<file path="src/rtl/pipeline_hazard_ctrl.sv">
// Hazard and stall sequencer for a 5-stage MIPS pipeline: load-use stalls,
// taken-branch flushes and a fixed-latency multiply hold, with event counters.
module pipeline_hazard_ctrl #(
  parameter int MUL_LAT = 4,
  parameter int CNT_W   = 16
) (
  input  logic             clk_i,
  input  logic             rst_i,
  input  logic [4:0]       id_rs_addr_i,
  input  logic [4:0]       id_rt_addr_i,
  input  logic             id_uses_rt_i,
  input  logic             id_branch_taken_i,
  input  logic             id_mul_i,
  input  logic             ex_mem_read_i,
  input  logic [4:0]       ex_rt_addr_i,
  output logic             pc_write_o,
  output logic             if_id_write_o,
  output logic             if_id_flush_o,
  output logic             id_ex_bubble_o,
  output logic             mul_busy_o,
  output logic [CNT_W-1:0] stall_cnt_o,
  output logic [CNT_W-1:0] flush_cnt_o
);

  localparam logic [1:0] ST_IDLE      = 2'd0;
  localparam logic [1:0] ST_MUL_WAIT  = 2'd1;
  localparam logic [1:0] ST_MUL_ISSUE = 2'd2;

  localparam logic [3:0] MUL_LOAD = 4'(MUL_LAT - 1);
  localparam logic [CNT_W-1:0] CNT_MAX = {CNT_W{1'b1}};
  localparam logic [CNT_W-1:0] CNT_ONE = {{(CNT_W-1){1'b0}}, 1'b1};

  logic [1:0]       state_r;
  logic [1:0]       state_nxt_s;
  logic [3:0]       cnt_r;
  logic [3:0]       cnt_nxt_s;
  logic             lu_s;
  logic             stall_s;
  logic             flush_s;
  logic             busy_s;
  logic [CNT_W-1:0] stall_cnt_r;
  logic [CNT_W-1:0] flush_cnt_r;

  assign lu_s = ex_mem_read_i && (ex_rt_addr_i != 5'd0) &&
                ((ex_rt_addr_i == id_rs_addr_i) ||
                 (id_uses_rt_i && (ex_rt_addr_i == id_rt_addr_i)));

  // Sequencer next-state, wait counter and stall decision
  always_comb begin
    state_nxt_s = state_r;
    cnt_nxt_s   = cnt_r;
    stall_s     = 1'b0;
    busy_s      = 1'b0;
    case (state_r)
      ST_IDLE: begin
        if (lu_s) begin
          stall_s = 1'b1;
        end else if (id_mul_i) begin
          stall_s     = 1'b1;
          cnt_nxt_s   = MUL_LOAD;
          state_nxt_s = (MUL_LAT == 1) ? ST_MUL_ISSUE : ST_MUL_WAIT;
        end else begin
          stall_s = 1'b0;
        end
      end
      ST_MUL_WAIT: begin
        stall_s   = 1'b1;
        busy_s    = 1'b1;
        cnt_nxt_s = cnt_r - 4'd1;
        if (cnt_r == 4'd1) begin
          state_nxt_s = ST_MUL_ISSUE;
        end else begin
          state_nxt_s = ST_MUL_WAIT;
        end
      end
      // The multiply leaves ID this cycle, so id_mul_i no longer matters
      ST_MUL_ISSUE: begin
        state_nxt_s = ST_IDLE;
      end
      default: begin
        state_nxt_s = ST_IDLE;
        cnt_nxt_s   = 4'd0;
      end
    endcase
  end

  assign flush_s = id_branch_taken_i && !stall_s;

  // Pipeline controls; held at their pass-through values while in reset
  always_comb begin
    pc_write_o     = 1'b1;
    if_id_write_o  = 1'b1;
    if_id_flush_o  = 1'b0;
    id_ex_bubble_o = 1'b0;
    mul_busy_o     = 1'b0;
    if (!rst_i) begin
      pc_write_o     = 1'b1;
      if_id_write_o  = 1'b1;
      if_id_flush_o  = 1'b0;
      id_ex_bubble_o = 1'b0;
      mul_busy_o     = 1'b0;
    end else begin
      pc_write_o     = !stall_s;
      if_id_write_o  = !stall_s;
      if_id_flush_o  = flush_s;
      id_ex_bubble_o = stall_s;
      mul_busy_o     = busy_s;
    end
  end

  // Sequencer state registers
  always_ff @(posedge clk_i or negedge rst_i) begin
    if (!rst_i) begin
      state_r <= ST_IDLE;
      cnt_r   <= 4'd0;
    end else begin
      state_r <= state_nxt_s;
      cnt_r   <= cnt_nxt_s;
    end
  end

  // Saturating stall and flush event counters
  always_ff @(posedge clk_i or negedge rst_i) begin
    if (!rst_i) begin
      stall_cnt_r <= {CNT_W{1'b0}};
      flush_cnt_r <= {CNT_W{1'b0}};
    end else begin
      if (stall_s && (stall_cnt_r != CNT_MAX)) begin
        stall_cnt_r <= stall_cnt_r + CNT_ONE;
      end
      if (flush_s && (flush_cnt_r != CNT_MAX)) begin
        flush_cnt_r <= flush_cnt_r + CNT_ONE;
      end
    end
  end

  assign stall_cnt_o = stall_cnt_r;
  assign flush_cnt_o = flush_cnt_r;

endmodule

</file>
<file path="config.mk">
export PLATFORM = sky130hd
export DESIGN_NAME = pipeline_hazard_ctrl
export DESIGN_NICKNAME = d
export VERILOG_FILES = /design/src/rtl/pipeline_hazard_ctrl.sv
export SDC_FILE = /design/constraint.sdc
export NUM_CORES = 1
export LEC_CHECK = 0
export CORE_AREA = 2 2 60 74
export DETAILED_ROUTE_END_ITERATION = 16
export DIE_AREA = 0 0 62 76
export GPL_TIMING_DRIVEN = 0
export PLACE_DENSITY = 0.89
export SYNTH_ARGS = -nofsm -noshare
export SYNTH_HDL_FRONTEND = slang
export SYNTH_SLANG_ARGS = --single-unit
</file>
<file path="constraint.sdc">
create_clock -name clk_i -period 6.7 [get_ports clk_i]
set_input_delay 1.34 -clock clk_i [delete_from_list [all_inputs] [get_ports clk_i]]
set_output_delay 1.34 -clock clk_i [all_outputs]
set_load 0.05 [all_outputs]
</file>
# Word level (Yosys, flattened, before mapping)
# Cells that the tools add are included.
dict set report classes {
  n_bitwise 1
  addsub 3
  eq_ne 9
  reduce_logical 12
  muxes 15
}
# operator count
set op_table {}
lappend op_table {{16-bit by 1-bit adder with 16-bit output (second input constant)} 2}
lappend op_table {{16-bit inequality test (second input constant)} 2}
lappend op_table {{4-bit one-hot mux with 3 select lines} 1}
lappend op_table {{5-bit equality test} 2}
lappend op_table {{4-bit 2-to-1 mux} 2}
lappend op_table {{1-bit 2-to-1 mux} 7}
lappend op_table {{1-bit logical AND} 6}
lappend op_table {{2-bit 2-to-1 mux} 3}
lappend op_table {{5-bit nonzero test} 1}
lappend op_table {{4-bit by 1-bit equality test with 1-bit output (second input constant)} 1}
lappend op_table {{2-bit inequality test (second input constant)} 2}
lappend op_table {{2-bit one-hot mux with 2 select lines} 1}
lappend op_table {{4-bit by 1-bit subtractor with 4-bit output (second input constant)} 1}
lappend op_table {{3-bit AND reduction} 1}
lappend op_table {{2-bit by 1-bit equality test with 1-bit output (second input constant)} 1}
lappend op_table {{2-bit equality test (second input constant)} 1}
lappend op_table {{2-bit zero test} 1}
lappend op_table {{1-bit one-hot mux with 2 select lines} 1}
lappend op_table {{2-bit AND reduction} 1}
lappend op_table {{1-bit zero test} 1}
lappend op_table {{1-bit logical OR} 1}
lappend op_table {{1-bit NOT} 1}
dict set report totals {
  output_inout_bits 37
  regBits 38
}

# Longest topological paths before layout
# Gate-level depths: netlist of the first run.
dict set report depth {
  ltp_word 9
  depth_mapped 9
}

# Worst setup path after synthesis of the first run
# OpenSTA, ideal clock, no wires.
dict set report synth_path {
  kind {input -> output}
  start {input ex_rt_addr_i[4]}
  end {output id_ex_bubble_o}
  arrival_ns 3.149
  n_path_buf 0
  path_stages 7
  setup_slack_ns 2.211
  required_time_ns 5.360
  cell_sequence {xor2_1 -> nor4_2 -> a32oi_1 -> or2_2 -> a21oi_1 -> nand2_1 -> inv_1}
}
dict set report synth_via {
  elab_chain_len 7
}
# element line_no
set synth_lines {}
lappend synth_lines {{from (decl)} 15} ;# input logic [4:0] ex_rt_addr_i,
lappend synth_lines {{5-bit equality test} 46} ;# (id_uses_rt_i && (ex_rt_addr_i == id_rt_addr_i)));
lappend synth_lines {{1-bit logical AND} 46}
lappend synth_lines {{1-bit logical OR} 45} ;# ((ex_rt_addr_i == id_rs_addr_i) ||
lappend synth_lines {{1-bit logical AND *} 44} ;# assign lu_s = ex_mem_read_i && (ex_rt_addr_i != 5'd0) &&
lappend synth_lines {{1-bit 2-to-1 mux *} 56} ;# if (lu_s) begin
lappend synth_lines {{1-bit one-hot mux with 2 select lines *} 54} ;# case (state_r)
lappend synth_lines {{1-bit 2-to-1 mux *} 96} ;# if (!rst_i) begin
lappend synth_lines {{to (decl)} 19} ;# output logic id_ex_bubble_o,
# Mark *: on every way between the ends. The rest lies on a longest branch, timed or not.

# Worst setup path in the final report of the first run
# Ends and elaborated chain as after synthesis.

==> run_results.csv, run 1 <==
group,metric,value,unit
route,drt_wl_total,4010,um
logic_synthesis,syn_inst,183,
min_path,whs_path_depth,1,
placed_design,hpwlAfterDp,3040,um
logic_synthesis,netlist.area_leader.share,0.483,
logic_synthesis,synth-adder-area-share,0.0254,
power_and_ir_drop,power_density,365,nW/um^2
layout,areaGrowthSynthToFinish,37.9,%
worst_setup_path,path_max_fanout,3,
logic_synthesis,synth_compound_area_frac,0.0623,
worst_setup_path,arrival,4.05,ns
clock_tree,cts-root-buf,"clkbuf_8",
sta,fin_skew,0.00246,ns
worst_setup_path,reg2reg_to,"stall_cnt_o[15]",
logic_synthesis,ys.flop_type,"dfrtp_1",
route,avgViaCountPerCell,5.13,
logic_synthesis,syn-num-nets,208,
logic_synthesis,netlist_top_cells_count,"38 x dfrtp_1, 25 x xnor2_1, 19 x nand2_1",
sta,post-route-period-util,0.805,
power_and_ir_drop,internal_power,0.000565,W
worst_setup_path,cp-start-kind,"input port",
clock_tree,htreeDepth,2,
route,wl_per_cell,13.2,um
placed_design,dp_slack,1.28,ns
worst_setup_path,crit_type,"in -> out",
worst_setup_path,required,5.36,ns
grt,antenna_found_initial,0,
clock_tree,cts_resized,0,
logic_synthesis,yosysMostFrequentCell,"dfrtp_1",
logic_synthesis,yosysWarningCount,0,
logic_synthesis,synth_area_leaders,"dfrtp_1 48%, xnor2_1 11%, xor2_1 7.1%, nand2_1 3.6%, nand3_1 3.6%",
power_and_ir_drop,seqPwrFrac,0.356,
route,dr_wl_met2,2100,um
route,postRouteAntennaNets,0,
power_and_ir_drop,p_sw_frac,0.429,
placed_design,dp.cells,296,
logic_synthesis,synth.area.mux_share,0.00572,
sta,finalSetupViolCount,0,
worst_setup_path,reg2reg_depth,8,
clock_tree,tritoncts,"yes",
run,maxCapViolCount,0,
route,highest_layer,"met4",
grt,grt_pass1_wl,6920,um
worst_setup_path,r2r-start,"stall_cnt_o[0]",
route,drtIter0Drc,59,
route,drc,0,
worst_setup_path,critPathCaptureType,"output pin",
clock_tree,cts_buffer_depth,2,
route,routed-wl-met3,179,um
logic_synthesis,synth-simple-area-share,0.212,
logic_synthesis,synth_xor_xnor_area_share,0.191,
floorplanning,row_count,26,
clock_tree,clk_latency,0.28,ns
sta,setup_ws,1.31,ns
power_and_ir_drop,combPwrFrac,0.465,
route,dr.pass1.iters,4,
floorplanning,die_x,62,um
worst_setup_path,r2r_setup_slack,4.36,ns
placed_design,routabilityCongestion,0.859,
layout,antenna_cells,0,
logic_synthesis,syn_area,1970,um^2
worst_setup_path,crit_chain,"clkdlybuf4s50_1 > xor2_1 > nor4_2 > a32oi_1 > or2_2 > a21oi_1 > nand2_1 > inv_1 > clkdlybuf4s50_1",
floorplanning,coreArea,4070,um^2
grt,gr-total-overflow,0,
floorplanning,start_util,0.484,
floorplanning,die_h,76,um
status,status,"finished, final reports clean",
sta,worst_pin_slew,0.842,ns
sta,fin_crit,5.39,ns
min_path,hold_class,"reg -> reg",
clock_tree,cts-buffers-inserted,5,
sta,rsz0062_at_grt,"false",
floorplanning,pin_count,58,
logic_synthesis,synth_edf_count,0,
power_and_ir_drop,pwr-share-clk,0.179,
sta,finalMaxSlewViolations,0,
worst_setup_path,critical_path.max_stage_delay,0.80,ns
sta,fin_setup_tns,0,ns
power_and_ir_drop,leakagePower,1.16,nW
min_path,hp-start,"stall_cnt_o[11]",
clock_tree,postCtsHoldBufs,0,
min_path,min_to,"stall_cnt_o[11]",
sta,hold_viol,0,
logic_synthesis,synth_top_family_by_area,"simple AND/OR/NAND/NOR gates",
layout,drive_above_1_share,0.109,
route,wl_met1,1650,um
route,vias,1559,
clock_tree,cts_setup_buffers,0,
placed_design,port-buffer-count,57,
clock_tree,clkSinkCount,38,
grt,grt_start_max_net_pins,41,
grt,track_usage,0.191,
logic_synthesis,ys_types,43,
logic_synthesis,synth-async-reset-ratio,1.00,
grt,grt_pass1_vias,1578,
logic_synthesis,yosysTopAreaCell,"dfrtp_1",
sta,fmax,185,MHz
sta,relSlewSlack,0.438,
worst_setup_path,cpMaxStageDelayCell,"clkdlybuf4s50_1",
worst_setup_path,cp_common_cell,"clkdlybuf4s50_1",
logic_synthesis,ys_ff_latch,38,
logic_synthesis,synth_area_per_cell,10.8,um^2
clock_tree,clk_pin_slew,0.07,ns
layout,fin_cells,304,
floorplanning,dieArea,4710,um^2
layout,layout.nets,272,
logic_synthesis,ys_seq_area_frac,0.483,
power_and_ir_drop,vdd_drop_max,246,uV
power_and_ir_drop,p_switching,0.000425,W
per-stage QoR:
step	area [um^2]	hold slack, ns	power (W)	utilization
floorplan	1970	0.521	0.000664	-
global placement	2610	0.480	0.000808	0.642
detailed placement	2600	0.499	0.000819	0.640
CTS	2710	0.512	0.000998	0.667
global route	2710	0.521	0.00104	0.667
finish	2710	0.508	0.000991	0.667
how the worst max path moves through the flow:
stage                    startpoint        endpoint  slack (ns)  cells past startpoint
global placement              rst_i      mul_busy_o        1.09                      4
floorplan           ex_rt_addr_i[4]  id_ex_bubble_o        2.21                      7
CTS                 ex_rt_addr_i[4]  id_ex_bubble_o        1.28                      9
finish              ex_rt_addr_i[4]  id_ex_bubble_o        1.31                      9
detailed placement  ex_rt_addr_i[4]  id_ex_bubble_o        1.28                      9
global route        ex_rt_addr_i[4]  id_ex_bubble_o        1.16                      9
per-layer routing:
metal | vias to the layer above | global-route usage
li1 | 757 | -
met1 | 753 | 0.244
met2 | 41 | 0.307
met3 | 8 | 0.0509
met4 | 0 | 0.0574
met5 | - | 0
power groups by stage:
| stage | clock network [W] | registers, W | logic [W] |
|---|---|---|---|
| after floorplan | 0 | 0.000476 | 0.000188 |
| after global placement | 0 | 0.000354 | 0.000454 |
| after detailed placement | 0 | 0.000356 | 0.000462 |
| after CTS | 0.000181 | 0.000353 | 0.000464 |
| after global routing | 0.000190 | 0.000361 | 0.000491 |
| final | 0.000177 | 0.000353 | 0.000461 |
cells by family after synthesis:
group                      count (synthesis)
and+or+nand+nor                           75
xor gates and xnor gates                  42
DFF                                       38
AOI/OAI and AO/OA                         15
buffers and inverters                      8
adders and majority gates                  4
muxes                                      1
layout by cell type, fill, tap and decap left out, types with 2 or more instances in the layout:
| cell | n |
|---|---|
| and4_1 | 2 |
| nand2_1 | 19 |
| inv_1 | 5 |
| nand4_1 | 5 |
| o22ai_1 | 3 |
| dfrtp_1 | 38 |
| o21ai_0 | 2 |
| clkdlybuf4s50_1 | 56 |
| nor2_1 | 8 |
| nor3_1 | 5 |
| xor2_1 | 16 |
| a21o_1 | 2 |
| xnor2_1 | 25 |
| nand2b_1 | 2 |
| and3_1 | 6 |
| ha_1 | 4 |
| nand3_1 | 14 |
| clkbuf_8 | 8 |
sequential cells by signal, summed over array words and instances (netlist names):
register	flops
flush_cnt_o	16
stall_cnt_o	16
cnt_r	4
state_r	2
final cells by class:
class | instances | area [um^2]
buffer | 3 | 22.5
clock buffer | 8 | 110
fill | 316 | 1350
inverter | 5 | 18.8
multi-input combinational | 137 | 976
sequential | 38 | 951
tap | 56 | 70.1
timing repair buffer | 57 | 566
critical path, delay by kind of cell:
family                 cells  cell delay, ns
AO/OA/AOI/OAI              2            0.39
XOR/XNOR                   1            0.20
buffers and inverters      3            1.38
AND/OR/NAND/NOR            3            0.73
Power figures use the tool's default switching activity.
==> run 2: changes to the inputs <==
- CORE_AREA: 2 2 60 74 -> 2 2 63 76
- DIE_AREA: 0 0 62 76 -> 0 0 65 78
- PLACE_DENSITY: 0.89 -> 0.83
- clock period: 6.7 -> 5.5 ns (I/O delays scaled with it)
==> run_results.csv, run 2 (synthesized netlist as in run 1, its figures left out) <==
group,metric,value,unit
route,vias,1528,
sta,setup_ws,0.646,ns
power_and_ir_drop,pwr-share-clk,0.161,
power_and_ir_drop,p_switching,0.000515,W
sta,finalMaxSlewViolations,0,
clock_tree,cts_setup_buffers,0,
clock_tree,cts_buffer_depth,2,
route,wl_per_cell,12.8,um
sta,fin_skew,0.00351,ns
sta,fin_setup_tns,0,ns
grt,track_usage,0.175,
sta,hold_viol,0,
grt,grt_pass1_wl,6960,um
layout,antenna_cells,0,
sta,relSlewSlack,0.443,
route,drt_wl_total,3900,um
route,drc,0,
layout,final_common_cell,"clkdlybuf4s50_1",
floorplanning,coreArea,4260,um^2
sta,fmax,206,MHz
power_and_ir_drop,p_sw_frac,0.437,
layout,n_fill_cell,365,
floorplanning,pin_count,58,
clock_tree,htreeDepth,2,
route,avgViaCountPerCell,5.03,
route,postRouteAntennaNets,0,
placed_design,hpwlAfterDp,3010,um
power_and_ir_drop,seqPwrFrac,0.365,
worst_setup_path,arrival,3.75,ns
sta,worst_pin_slew,0.836,ns
worst_setup_path,crit_type,"in -> out",
sta,post-route-period-util,0.883,
worst_setup_path,cp-start-kind,"input port",
clock_tree,cts-root-buf,"clkbuf_8",
route,drtIter0Drc,69,
worst_setup_path,required,4.40,ns
placed_design,port-buffer-count,57,
clock_tree,tritoncts,"yes",
floorplanning,start_util,0.462,
worst_setup_path,critPathCaptureType,"output pin",
grt,antenna_found_initial,0,
layout,multi_input_area,976,um^2
power_and_ir_drop,internal_power,0.000662,W
sta,fin_crit,4.85,ns
status,status,"finished, final reports clean",
power_and_ir_drop,leakagePower,1.15,nW
clock_tree,clkSinkCount,38,
floorplanning,die_h,78,um
layout,layout.nets,272,
power_and_ir_drop,combPwrFrac,0.474,
worst_setup_path,path_max_fanout,3,
route,dr.pass1.iters,4,
clock_tree,cts_resized,0,
layout,layout_common_cells,"56 x clkdlybuf4s50_1, 38 x dfrtp_1, 25 x xnor2_1",
grt,grt_start_max_net_pins,41,
floorplanning,dieArea,5070,um^2
sta,finalSetupViolCount,0,
layout,drive_above_1_share,0.105,
power_and_ir_drop,vdd_drop_max,340,uV
floorplanning,row_count,26,
placed_design,routabilityCongestion,0.843,
layout,seq_area,951,um^2
clock_tree,clk_latency,0.28,ns
placed_design,dp_slack,0.596,ns
clock_tree,clk_pin_slew,0.07,ns
clock_tree,cts-buffers-inserted,5,
clock_tree,postCtsHoldBufs,0,
layout,areaGrowthSynthToFinish,36.9,%
grt,gr-total-overflow,0,
run,maxCapViolCount,0,
power_and_ir_drop,power_density,437,nW/um^2
min_path,hold_class,"reg -> reg",
grt,grt_pass1_vias,1596,
sta,rsz0062_at_grt,"false",
floorplanning,die_x,65,um
## run 2: changes by cell type in the layout (fill, tap and decap cells not counted), sizes merged
cell	previous run	this run
clkbuf	9	8
clkinv	0	1
## run 2: power by group through the flow
stage / Combinational, W / Clock (W) / Sequential (W)
floorplan: 0.000229 / 0 / 0.000580
global placement: 0.000554 / 0 / 0.000431
detailed placement: 0.000562 / 0 / 0.000434
CTS: 0.000564 / 0.000196 / 0.000429
global route: 0.000604 / 0.000208 / 0.000443
finish: 0.000557 / 0.000190 / 0.000429
## run 2: final timing paths
kind,slack [ns],end,cells after the start,from
max reg2reg,3.19,stall_cnt_o[15],8,stall_cnt_o[0]
min in group asynchronous,0.92,stall_cnt_o[0],1,rst_i
max in group asynchronous,4.06,cnt_r[1],1,rst_i
max,0.65,id_ex_bubble_o,9,ex_rt_addr_i[2]
min reg2reg,0.50,flush_cnt_o[9],1,flush_cnt_o[9]
min,0.50,flush_cnt_o[9],1,flush_cnt_o[9]
## run 2: cell type report
class                   instances  share of cell area
flip-flops and latches         38               0.353
well taps                      56              0.0260
multi-input cells             137               0.362
inverters                       5             0.00696
clock buffers                   7              0.0320
plain buffers                   3             0.00836
repair buffers                 57               0.210
clock inverters                 1             0.00186
## run 2: routing by layer
layer,vias to the layer above,global-route usage,part of all wire
met3,2,0.0435,0.036
li1,755,-,-
met5,-,0,0
met2,35,0.294,0.53
met4,0,0.0638,0.011
met1,736,0.215,0.42
## run 2: per-stage QoR
step / instances / hold slack (ns) / util / power [W] / area [um^2]
floorplan: 183 / 0.521 / - / 0.000809 / 1970
detailed placement: 296 / 0.485 / 0.611 / 0.000996 / 2600
global route: 304 / 0.526 / 0.632 / 0.00126 / 2700
finish: 304 / 0.495 / 0.632 / 0.00118 / 2700
global placement: 296 / 0.480 / 0.612 / 0.000986 / 2610
CTS: 304 / 0.499 / 0.632 / 0.00119 / 2700
## run 2: critical path, cell delays in order
cell	delay, ns
clkdlybuf4s50_1	0.47
xor2_1	0.19
nor4_2	0.25
a32oi_1	0.19
or2_2	0.32
a21oi_1	0.20
nand2_1	0.12
inv_1	0.10
clkdlybuf4s50_1	0.80
